## config.mk

```make
export PLATFORM = sky130hd
export DESIGN_NAME = mem_arbiter_flat
export DESIGN_NICKNAME = d
export VERILOG_FILES = /design/src/rtl/mem_arb_pkg.sv /design/src/rtl/mem_arbiter_if.sv /design/src/rtl/rr_pick.sv /design/src/rtl/mem_arbiter.sv /design/src/flat_wrapper.sv
export SDC_FILE = /design/constraint.sdc
export NUM_CORES = 1
export LEC_CHECK = 0
export BUFFER_PORTS_ARGS = -buffer_cell sky130_fd_sc_hd__buf_2
export CAP_MARGIN = 20
export CORE_MARGIN = 3
export CORE_UTILIZATION = 39
export CTS_BUF_LIST = sky130_fd_sc_hd__clkbuf_4 sky130_fd_sc_hd__clkbuf_8 sky130_fd_sc_hd__clkbuf_16
export CTS_CLUSTER_DIAMETER = 60
export DETAILED_ROUTE_END_ITERATION = 10
export PLACE_DENSITY = 0.69
export SLEW_MARGIN = 40
export SYNTH_ARGS = -nofsm -noshare
export SYNTH_HDL_FRONTEND = slang
export SYNTH_SLANG_ARGS = --single-unit
export TNS_END_PERCENT = 1
```

## constraint.sdc

```tcl
create_clock -name clk -period 2.9 [get_ports clk]
set_clock_uncertainty 0.05 [all_clocks]
set_input_delay 0 -clock clk [delete_from_list [all_inputs] [get_ports clk]]
set_output_delay 0 -clock clk [all_outputs]
set_load 0.02 [all_outputs]
```

## src/rtl/mem_arb_pkg.sv

```systemverilog
// Shared types and widths for the two-requester latch-memory arbiter.
package mem_arb_pkg;

  localparam int unsigned DATA_W = 3;
  localparam int unsigned ADDR_W = 2;

  typedef enum logic [2:0] {
    StIdle,
    StSetup,
    StStrobe,
    StSample,
    StHold,
    StVerify,
    StDone
  } state_t;

  typedef enum logic {
    ReqA = 1'b0,
    ReqB = 1'b1
  } req_id_t;

endpackage

```

## src/rtl/mem_arbiter_if.sv

```systemverilog
// Request/grant bus and latch-memory port of mem_arbiter.
// master: requesters plus memory (the environment); slave: the arbiter itself.
interface mem_arbiter_if;
  import mem_arb_pkg::*;

  logic              req_a;
  logic              req_b;
  logic              wr_a;
  logic              wr_b;
  logic [ADDR_W-1:0] addr_a;
  logic [ADDR_W-1:0] addr_b;
  logic [DATA_W-1:0] wdata_a;
  logic [DATA_W-1:0] wdata_b;
  logic              gnt_a;
  logic              gnt_b;
  logic              ack_a;
  logic              ack_b;
  logic [DATA_W-1:0] rdata;
  logic              err;
  logic [DATA_W-1:0] mem_d;
  logic [ADDR_W-1:0] mem_sel;
  logic              mem_e;
  logic [DATA_W-1:0] mem_q;

  modport master (
    output req_a, req_b, wr_a, wr_b, addr_a, addr_b, wdata_a, wdata_b, mem_q,
    input  gnt_a, gnt_b, ack_a, ack_b, rdata, err, mem_d, mem_sel, mem_e
  );

  modport slave (
    input  req_a, req_b, wr_a, wr_b, addr_a, addr_b, wdata_a, wdata_b, mem_q,
    output gnt_a, gnt_b, ack_a, ack_b, rdata, err, mem_d, mem_sel, mem_e
  );

endinterface

```

## src/rtl/rr_pick.sv

```systemverilog
// Two-way round-robin choice: on contention the requester not granted last wins.
module rr_pick
  import mem_arb_pkg::*;
(
  input  logic    req_a,
  input  logic    req_b,
  input  req_id_t last,
  output req_id_t winner,
  output logic    valid
);

  // Pick a winner among the active requests.
  always_comb begin
    valid  = req_a | req_b;
    winner = ReqA;
    if (req_a && req_b) begin
      winner = (last == ReqA) ? ReqB : ReqA;
    end else if (req_b) begin
      winner = ReqB;
    end
  end

endmodule

```

## src/rtl/mem_arbiter.sv

```systemverilog
// Arbitrates two requesters onto a 4x3 latch memory with programmable setup/hold
// around a single-cycle write strobe. Define MEM_ARB_READBACK_EN to add a
// post-write readback compare that reports mismatches on err.
module mem_arbiter
  import mem_arb_pkg::*;
#(
  parameter int unsigned SETUP_CYC = 1,
  parameter int unsigned HOLD_CYC  = 1
) (
  input logic          clk,
  input logic          rst,
  mem_arbiter_if.slave bus
);

  localparam logic [2:0] SetupLoad = 3'(SETUP_CYC - 1);
  localparam logic [2:0] HoldLoad  = 3'(HOLD_CYC - 1);

  state_t            state_q, state_d;
  logic [2:0]        cnt_q, cnt_d;
  req_id_t           owner_q, owner_d;
  req_id_t           last_q, last_d;
  logic              wr_q, wr_d;
  logic              gnt_a_q, gnt_a_d, gnt_b_q, gnt_b_d;
  logic              ack_a_q, ack_a_d, ack_b_q, ack_b_d;
  logic [DATA_W-1:0] rdata_q, rdata_d;
  logic [DATA_W-1:0] mem_d_q, mem_d_d;
  logic [ADDR_W-1:0] mem_sel_q, mem_sel_d;
  logic              mem_e_q, mem_e_d;
  logic              err_q;
  logic              done_go;
  req_id_t           pick_winner;
  logic              pick_valid;
`ifdef MEM_ARB_READBACK_EN
  logic              err_d;
`endif

  rr_pick u_rr_pick (
    .req_a  (bus.req_a),
    .req_b  (bus.req_b),
    .last   (last_q),
    .winner (pick_winner),
    .valid  (pick_valid)
  );

  // Next-state and next-output logic; every output is a flop loaded from here.
  always_comb begin
    state_d   = state_q;
    cnt_d     = cnt_q;
    owner_d   = owner_q;
    last_d    = last_q;
    wr_d      = wr_q;
    gnt_a_d   = gnt_a_q;
    gnt_b_d   = gnt_b_q;
    ack_a_d   = 1'b0;
    ack_b_d   = 1'b0;
    rdata_d   = rdata_q;
    mem_d_d   = mem_d_q;
    mem_sel_d = mem_sel_q;
    mem_e_d   = 1'b0;
    done_go   = 1'b0;
`ifdef MEM_ARB_READBACK_EN
    err_d     = err_q;
`endif
    unique case (state_q)
      StIdle: begin
        if (pick_valid) begin
          owner_d = pick_winner;
          cnt_d   = SetupLoad;
          state_d = StSetup;
          if (pick_winner == ReqA) begin
            wr_d      = bus.wr_a;
            mem_sel_d = bus.addr_a;
            mem_d_d   = bus.wdata_a;
            gnt_a_d   = 1'b1;
          end else begin
            wr_d      = bus.wr_b;
            mem_sel_d = bus.addr_b;
            mem_d_d   = bus.wdata_b;
            gnt_b_d   = 1'b1;
          end
        end
      end
      StSetup: begin
        if (cnt_q == 3'd0) begin
          if (wr_q) begin
            state_d = StStrobe;
            mem_e_d = 1'b1;
          end else begin
            state_d = StSample;
          end
        end else begin
          cnt_d = cnt_q - 3'd1;
        end
      end
      StStrobe: begin
        state_d = StHold;
        cnt_d   = HoldLoad;
      end
      StHold: begin
        if (cnt_q == 3'd0) begin
`ifdef MEM_ARB_READBACK_EN
          state_d = StVerify;
`else
          done_go = 1'b1;
`endif
        end else begin
          cnt_d = cnt_q - 3'd1;
        end
      end
      StSample: begin
        rdata_d = bus.mem_q;
        done_go = 1'b1;
`ifdef MEM_ARB_READBACK_EN
        err_d   = 1'b0;
`endif
      end
`ifdef MEM_ARB_READBACK_EN
      StVerify: begin
        err_d   = (bus.mem_q != mem_d_q);
        done_go = 1'b1;
      end
`endif
      StDone: begin
        last_d  = owner_q;
        state_d = StIdle;
      end
      default: state_d = StIdle;
    endcase
    // Entering DONE: grant drops in the same cycle the ACK pulse appears.
    if (done_go) begin
      state_d = StDone;
      gnt_a_d = 1'b0;
      gnt_b_d = 1'b0;
      ack_a_d = (owner_q == ReqA);
      ack_b_d = (owner_q == ReqB);
    end
  end

  // State and output registers; reset abandons any transaction in flight.
  always_ff @(posedge clk or posedge rst) begin
    if (rst) begin
      state_q   <= StIdle;
      cnt_q     <= 3'd0;
      owner_q   <= ReqA;
      last_q    <= ReqB;
      wr_q      <= 1'b0;
      gnt_a_q   <= 1'b0;
      gnt_b_q   <= 1'b0;
      ack_a_q   <= 1'b0;
      ack_b_q   <= 1'b0;
      rdata_q   <= '0;
      mem_d_q   <= '0;
      mem_sel_q <= '0;
      mem_e_q   <= 1'b0;
    end else begin
      state_q   <= state_d;
      cnt_q     <= cnt_d;
      owner_q   <= owner_d;
      last_q    <= last_d;
      wr_q      <= wr_d;
      gnt_a_q   <= gnt_a_d;
      gnt_b_q   <= gnt_b_d;
      ack_a_q   <= ack_a_d;
      ack_b_q   <= ack_b_d;
      rdata_q   <= rdata_d;
      mem_d_q   <= mem_d_d;
      mem_sel_q <= mem_sel_d;
      mem_e_q   <= mem_e_d;
    end
  end

`ifdef MEM_ARB_READBACK_EN
  // Readback mismatch flag, refreshed at every ACK.
  always_ff @(posedge clk or posedge rst) begin
    if (rst) begin
      err_q <= 1'b0;
    end else begin
      err_q <= err_d;
    end
  end
`else
  assign err_q = 1'b0;
`endif

  assign bus.gnt_a   = gnt_a_q;
  assign bus.gnt_b   = gnt_b_q;
  assign bus.ack_a   = ack_a_q;
  assign bus.ack_b   = ack_b_q;
  assign bus.rdata   = rdata_q;
  assign bus.err     = err_q;
  assign bus.mem_d   = mem_d_q;
  assign bus.mem_sel = mem_sel_q;
  assign bus.mem_e   = mem_e_q;

endmodule
```

## src/flat_wrapper.sv

```systemverilog
// flat-port wrapper written by rule: the top's interface ports become plain ports
module mem_arbiter_flat import mem_arb_pkg::*;
#(
  parameter int unsigned SETUP_CYC = 1,
  parameter int unsigned HOLD_CYC  = 1
)
  (clk, rst, bus_req_a, bus_req_b, bus_wr_a, bus_wr_b, bus_addr_a, bus_addr_b, bus_wdata_a, bus_wdata_b, bus_mem_q, bus_gnt_a, bus_gnt_b, bus_ack_a, bus_ack_b, bus_rdata, bus_err, bus_mem_d, bus_mem_sel, bus_mem_e);
  mem_arbiter_if bus_i ();
  input logic clk;
  input logic rst;
  input wire logic [$bits(bus_i.req_a)-1:0] bus_req_a;
  input wire logic [$bits(bus_i.req_b)-1:0] bus_req_b;
  input wire logic [$bits(bus_i.wr_a)-1:0] bus_wr_a;
  input wire logic [$bits(bus_i.wr_b)-1:0] bus_wr_b;
  input wire logic [$bits(bus_i.addr_a)-1:0] bus_addr_a;
  input wire logic [$bits(bus_i.addr_b)-1:0] bus_addr_b;
  input wire logic [$bits(bus_i.wdata_a)-1:0] bus_wdata_a;
  input wire logic [$bits(bus_i.wdata_b)-1:0] bus_wdata_b;
  input wire logic [$bits(bus_i.mem_q)-1:0] bus_mem_q;
  output wire logic [$bits(bus_i.gnt_a)-1:0] bus_gnt_a;
  output wire logic [$bits(bus_i.gnt_b)-1:0] bus_gnt_b;
  output wire logic [$bits(bus_i.ack_a)-1:0] bus_ack_a;
  output wire logic [$bits(bus_i.ack_b)-1:0] bus_ack_b;
  output wire logic [$bits(bus_i.rdata)-1:0] bus_rdata;
  output wire logic [$bits(bus_i.err)-1:0] bus_err;
  output wire logic [$bits(bus_i.mem_d)-1:0] bus_mem_d;
  output wire logic [$bits(bus_i.mem_sel)-1:0] bus_mem_sel;
  output wire logic [$bits(bus_i.mem_e)-1:0] bus_mem_e;
  assign bus_i.req_a = bus_req_a;
  assign bus_i.req_b = bus_req_b;
  assign bus_i.wr_a = bus_wr_a;
  assign bus_i.wr_b = bus_wr_b;
  assign bus_i.addr_a = bus_addr_a;
  assign bus_i.addr_b = bus_addr_b;
  assign bus_i.wdata_a = bus_wdata_a;
  assign bus_i.wdata_b = bus_wdata_b;
  assign bus_i.mem_q = bus_mem_q;
  assign bus_gnt_a = bus_i.gnt_a;
  assign bus_gnt_b = bus_i.gnt_b;
  assign bus_ack_a = bus_i.ack_a;
  assign bus_ack_b = bus_i.ack_b;
  assign bus_rdata = bus_i.rdata;
  assign bus_err = bus_i.err;
  assign bus_mem_d = bus_i.mem_d;
  assign bus_mem_sel = bus_i.mem_sel;
  assign bus_mem_e = bus_i.mem_e;
  mem_arbiter #(.SETUP_CYC(SETUP_CYC), .HOLD_CYC(HOLD_CYC)) u_core (.clk(clk), .rst(rst), .bus(bus_i));
endmodule
```

---- Word-level counts from Yosys, hierarchy flattened ----
Index checks and enable logic that the tools add are counted.
storage, ports and cells
  flip-flop bits (word level) ............. 22
  bits of input ports ..................... 19
  output and inout bits ................... 14
  word-level logic and storage cells ...... 70
operators by class
  $add $sub $neg .......................... 1
  equal/unequal tests ..................... 11
  muxes and demuxes ....................... 29
  bitwise logic cells ..................... 2
  reductions and logical operators ........ 14
operators by type and width
  kind                                                   count
  2-to-1 mux 1 bit                                       19
  2-to-1 mux 3 bit                                       6
  case mux 3 bit (4 select lines)                        1
  AND reduction 3 bit                                    4
  case mux 3 bit (3 select lines)                        1
  equality test 3 x 2 -> 1 bit, second input constant    2
  equality test 3 bit, second input constant             2
  logical NOT 3 bit                                      2
  inequality test 2 x 1 -> 1 bit, second input constant  3
  inequality test 3 x 1 -> 1 bit, second input constant  2
  nonzero test 2 bit                                     3
  OR reduction 2 bit                                     2
  equality test 3 x 1 -> 1 bit, second input constant    1
  nonzero test 3 bit                                     1
  subtractor 3 x 1 -> 3 bit, second input constant       1
  2-to-1 mux 2 bit                                       1
  inequality test 2 bit, second input constant           1
  case mux 1 bit (2 select lines)                        1
  AND reduction 2 bit                                    1
  logical AND 1 bit                                      1
  NOT 1 bit                                              1
  OR 1 bit                                               1

---- Logic depth before layout (Yosys ltp) ----
  depth in word-level cells ............... 6
  depth in mapped cells ................... 6
  mapped depth without buffers ............ 6

---- Cells and area by module ----
Synthesis repeated with hierarchy kept, for this count alone.
second synthesis, totals
  cells, all modules ...................... 90
  area total of the unflattened synthesis .. 1043.5 um2
modules (own cells, without submodules)
  module       times used  cells each  area each (um2)  seq. area each (um2)
  mem_arbiter  1           88          1029.7           551.8
  rr_pick      1           2           13.8             0.0

---- Worst setup path before layout ----
No wires, ideal clock.
  path kind ............................... reg2reg
  from .................................... register u_core.cnt_q[0]
  to ...................................... register u_core.gnt_a_q, in the netlist u_core.bus.gnt_a
  setup time .............................. 134 ps
  arrival ................................. 1381 ps
  data required time ...................... 2716 ps
  setup slack ............................. 1336 ps
  cell stages (with the launch flop) ...... 7
  buffers on the path ..................... 0
  period minus slack after synthesis ...... 1564 ps
  cells stage by stage .................... dfrtp_1 -> inv_1 -> ha_1 -> ha_1 -> or3b_2 -> nand2_1 -> a222oi_1
on the way
  word-level cells in the longest chain between the ends .. 5
  elaborated cells between the ends (all ways) .. 8
  classes of those cells .................. eq/ne (1); mux (3); reduce/logical (4)
RTL lines
  item                                                                            RTL line            RTL
  from (decl)                                                                     mem_arbiter.sv:19   logic [2:0] cnt_q, cnt_d;
  from (signal assigned)                                                          mem_arbiter.sv:157  cnt_q <= cnt_d;
  logical NOT 3 bit (*)                                                           mem_arbiter.sv:100  if (cnt_q == 3'd0) begin
  2-to-1 mux 1 bit (*)                                                            mem_arbiter.sv:100
  case mux 1 bit (2 select lines) (*)                                             mem_arbiter.sv:64   unique case (state_q)
  inequality test 2 x 1 -> 1 bit (no line) or nonzero test 2 bit (tied branches)  n/a
  AND reduction 3 bit (no line)                                                   n/a
  to (signal assigned)                                                            mem_arbiter.sv:161  gnt_a_q <= gnt_a_d;
  to (decl)                                                                       mem_arbiter.sv:23   logic gnt_a_q, gnt_a_d, gnt_b_q, gnt_b_d;
Mark *: on every way between the ends. The rest lies on a longest branch, timed or not.
A chain may end at the register's enable or synchronous reset.

---- Worst setup path after layout ----
  from .................................... input port bus_req_b
  to ...................................... register u_core.mem_d_q[1], in the netlist u_core.bus.mem_d[1]
on the way
  word-level cells in the longest chain between the ends .. 3
  elaborated cells between the ends (all ways) .. 6
  classes of those cells .................. mux (3); bitwise (1); reduce/logical (2)
RTL lines
  item                                                   RTL line                      RTL
  from (decl)                                            flat_wrapper.sv:12            input wire logic [$bits(bus_i.req_b)-1:0] bus_req_b;
  2-to-1 mux 1 bit or logical AND 1 bit (tied branches)  rr_pick.sv:18, rr_pick.sv:16
  2-to-1 mux 1 bit                                       rr_pick.sv:16                 if (req_a && req_b) begin
  2-to-1 mux 3 bit                                       mem_arbiter.sv:70             if (pick_winner == ReqA) begin
  to (signal assigned)                                   mem_arbiter.sv:166            mem_d_q <= mem_d_d;
  to (decl)                                              mem_arbiter.sv:26             logic [DATA_W-1:0] mem_d_q, mem_d_d;
Parallel ways exist; a longest one is shown, timed or not.

==> results by group <==
Run
  • Max Cap Viol: 0

Drt
  • Wire length on met1: 1.01 mm
  • Antenna Violating Nets Remaining: 0
  • Wire per inst: 14.2 um
  • DR iter-0 viols: 34
  • Met3 wire length: 122 um
  • Vias per cell: 5.41
  • Top Layer Used: met4
  • DR vias: 925
  • Detail Route met2 WL: 1.28 mm
  • Drt drc: 0
  • Post-Route WL: 2.43 mm
  • Drt first pass iters: 4

Floorplan
  • Core Box Area: 0.00254 mm^2
  • Initial Utilization: 42.2%
  • Die span in x: 58.5 um
  • Die area: 0.00342 mm^2
  • Row cnt: 18
  • Die height: 58.5 um
  • Io pins: 33

Cells and area
  • Number of fill cells in the layout: 235
  • Antenna diodes: 0
  • Util after Layout: 56.0%
  • Share of cells above drive strength 1: 33.3%
  • Leading cell type in the layout, fill and taps excluded: buf_2
  • Final-stage net count: 163
  • Area grow syn2layout: 32.6%
  • Most frequent cells in the layout: buf_2 (31), dfrtp_1 (21), dlygate4sd3_1 (16), nand2_1 (7)

Logic synthesis
  • Yosys cell types: 33
  • Synth Register Bits: 22
  • Syn_nets: 116
  • Synth area leaders: dfrtp_1 (49%), mux2_2 (5.2%), a2bb2oi_1 (4.9%), o32ai_1 (4.9%), dfstp_2 (2.4%)
  • Top cell type's share of synthesized area: 48.9%
  • Syn_area_per_cell: 11.3 um^2
  • Mapped Area: 0.00107 mm^2
  • Post-synth top area cell: dfrtp_1
  • Cells after Synth: 95
  • Synth warn: 0
  • Sequential-to-total area share from yosys stat: 51.3%

Setup path
  • Worst Path Buf+Inv: 3
  • Critical Path Max Stage Delay: 0.58 ns
  • Setup crit end kind: flop
  • Worst EP arrival: 1.98 ns
  • Critical Path RT: 3.08 ns
  • CP dominant cell by count: dlygate4sd3_1
  • Crit path max fanout: 8
  • CP cell instances: dlygate4sd3_1 -> buf_2 -> nor2b_1 -> o32ai_1 -> dlygate4sd3_1 -> a2bb2oi_1
  • CP Class: input pin to flop
  • R2R Setup Slk: 1.11 ns
  • Slowest cell on crit path: dlygate4sd3_1
  • Startpoint Class: input pin
  • Critical path's top delay family: buffers and inverters

Clock network
  • Post-CTS Setup Inserts: 0
  • Clk slew on worst S/H paths: 0.12 ns
  • Maximum clock insertion buffer count: 2
  • CTS Hold Bufs: 16
  • Root Buffer: clkbuf_4
  • CTS sink count: 22
  • CTS Buf Count: 3
  • Clk Latency, worst-skew pair: 0.30 ns
  • CTS tree: built
  • Htree depth: 1
  • CTS resizes: 0

STA
  • Tcrit/Tclk final: 61.8%
  • Least-Margin Pin Slew: 0.498 ns
  • Setup TNS: 0 ns
  • # setup viols final: 0
  • Max Clk Rate: 558 MHz
  • Unrepaired setup endpoints after global routing: false
  • Final min period: 1.79 ns
  • Max Slew Vio Count: 0
  • Final hold vios: 0
  • Max-slew headroom: 66.7%

Pwr
  • Leak: 0.666 nW
  • VDD IR max: 0.581 mV
  • PD cells: 1010 mW/mm^2
  • Tot Pwr: 1.44 mW

Min path
  • Hold WC Path Type: input pin to flop

Status
  • Status: complete, no violations

Placed design
  • Port buffer count: 31
  • GP Congestion: 0.763
  • Post-DP HPWL: 1.67 mm

Global route
  • Grt ovf: 0
  • GR Util All Layers: 15.6%
  • Initial antenna violation count: 0
  • Vias in the first global route: 952
  • Pin count of the biggest net entering global routing: 23
  • First-pass GRT wire length: 4.10 mm
per-stage QoR:
step	hold slack, ns	area [um^2]	std cells	setup slack, ns
floorplan	-0.0615	1070	95	1.34
global placement	0.136	1230	151	1.27
detailed placement	0.164	1230	151	1.19
CTS	0.00505	1430	171	1.14
global route	0.00959	1430	171	1.00
finish	0.00550	1430	171	1.11
final cells by class:
| class | instances | area, um^2 | share of cell area (%) |
|---|---|---|---|
| well taps | 30 | 37.5 | 2.63 |
| clock buffers | 4 | 36.3 | 2.55 |
| inverters | 7 | 26.3 | 1.84 |
| repair buffers | 47 | 315 | 22.1 |
| flip-flops and latches | 22 | 552 | 38.7 |
| multi-input cells | 61 | 458 | 32.1 |
logic make-up after synthesis:
group                    Yosys count  share of synthesized area, %
AND/OR/NAND/NOR                   27                          13.6
flip-flops                        22                          51.3
buffers and inverters             12                          6.05
XOR/XNOR                           1                          1.51
multiplexers                       5                          5.24
other                              1                         0.349
AO/OA/AOI/OAI                     25                          19.6
adder cells (fa/ha/maj)            2                          2.33
tightest hold or removal path: cells and delay by family:
family	cells	cell delay (ns)
buffers and inverters	1	0.12
AOI/OAI and AO/OA	1	0.07
and+or+nand+nor	1	0.12
routing by layer:
metal	global-route usage, %	up-vias
met5	0	-
met4	2.98	0
met3	2.85	2
met2	29.2	29
met1	18.6	454
li1	-	440
sequential cells by signal (all words and copies together), names as in the netlist, 2 cells and up:
name,count
u_core.bus.mem_sel,2
u_core.cnt_q,3
u_core.state_q,3
u_core.bus.rdata,3
u_core.bus.mem_d,3
Yosys cell counts, drive strengths merged:
cell type / count
or3b: 1
a21bo: 2
dfrtp: 21
conb: 1
dfstp: 1
mux2: 5
ha: 2
o21ai: 1
nand3: 3
a32oi: 1
inv: 7
or2: 1
nor2: 5
nand2: 7
a21oi: 2
o2bb2ai: 2
a22oi: 1
or3: 2
a2bb2oi: 6
nand3b: 1
o21a: 1
nor2b: 3
o32ai: 6
nor3: 3
xor2: 1
nand2b: 1
a222oi: 2
buf: 5
o31ai: 1
power breakdown:
group	internal, mW	total (mW)	leakage, nW	switching, mW
clock	0.0765	0.168	0.0210	0.0914
sequential	0.448	0.588	0.265	0.140
combinational	0.316	0.688	0.380	0.371
path summary, 6_finish.rpt:
path / start / endpoint / depth (start not counted)
hold reg to reg: u_core.cnt_q[0]$_DFFE_PP0P_ / u_core.cnt_q[0]$_DFFE_PP0P_ / 1
max in group asynchronous: rst / u_core.last_q$_DFFE_PP1N_ / 3
hold / removal: bus_req_a / u_core.state_q[0]$_DFFE_PP0P_ / 3
setup / recovery: bus_req_b / u_core.bus.mem_d[1]$_DFFE_PP0P_ / 6
min in group asynchronous: rst / u_core.wr_q$_DFFE_PP0P_ / 3
setup reg to reg: u_core.last_q$_DFFE_PP1N_ / u_core.bus.mem_d[1]$_DFFE_PP0P_ / 4
Note: power is estimated with default switching activity, not from simulation.
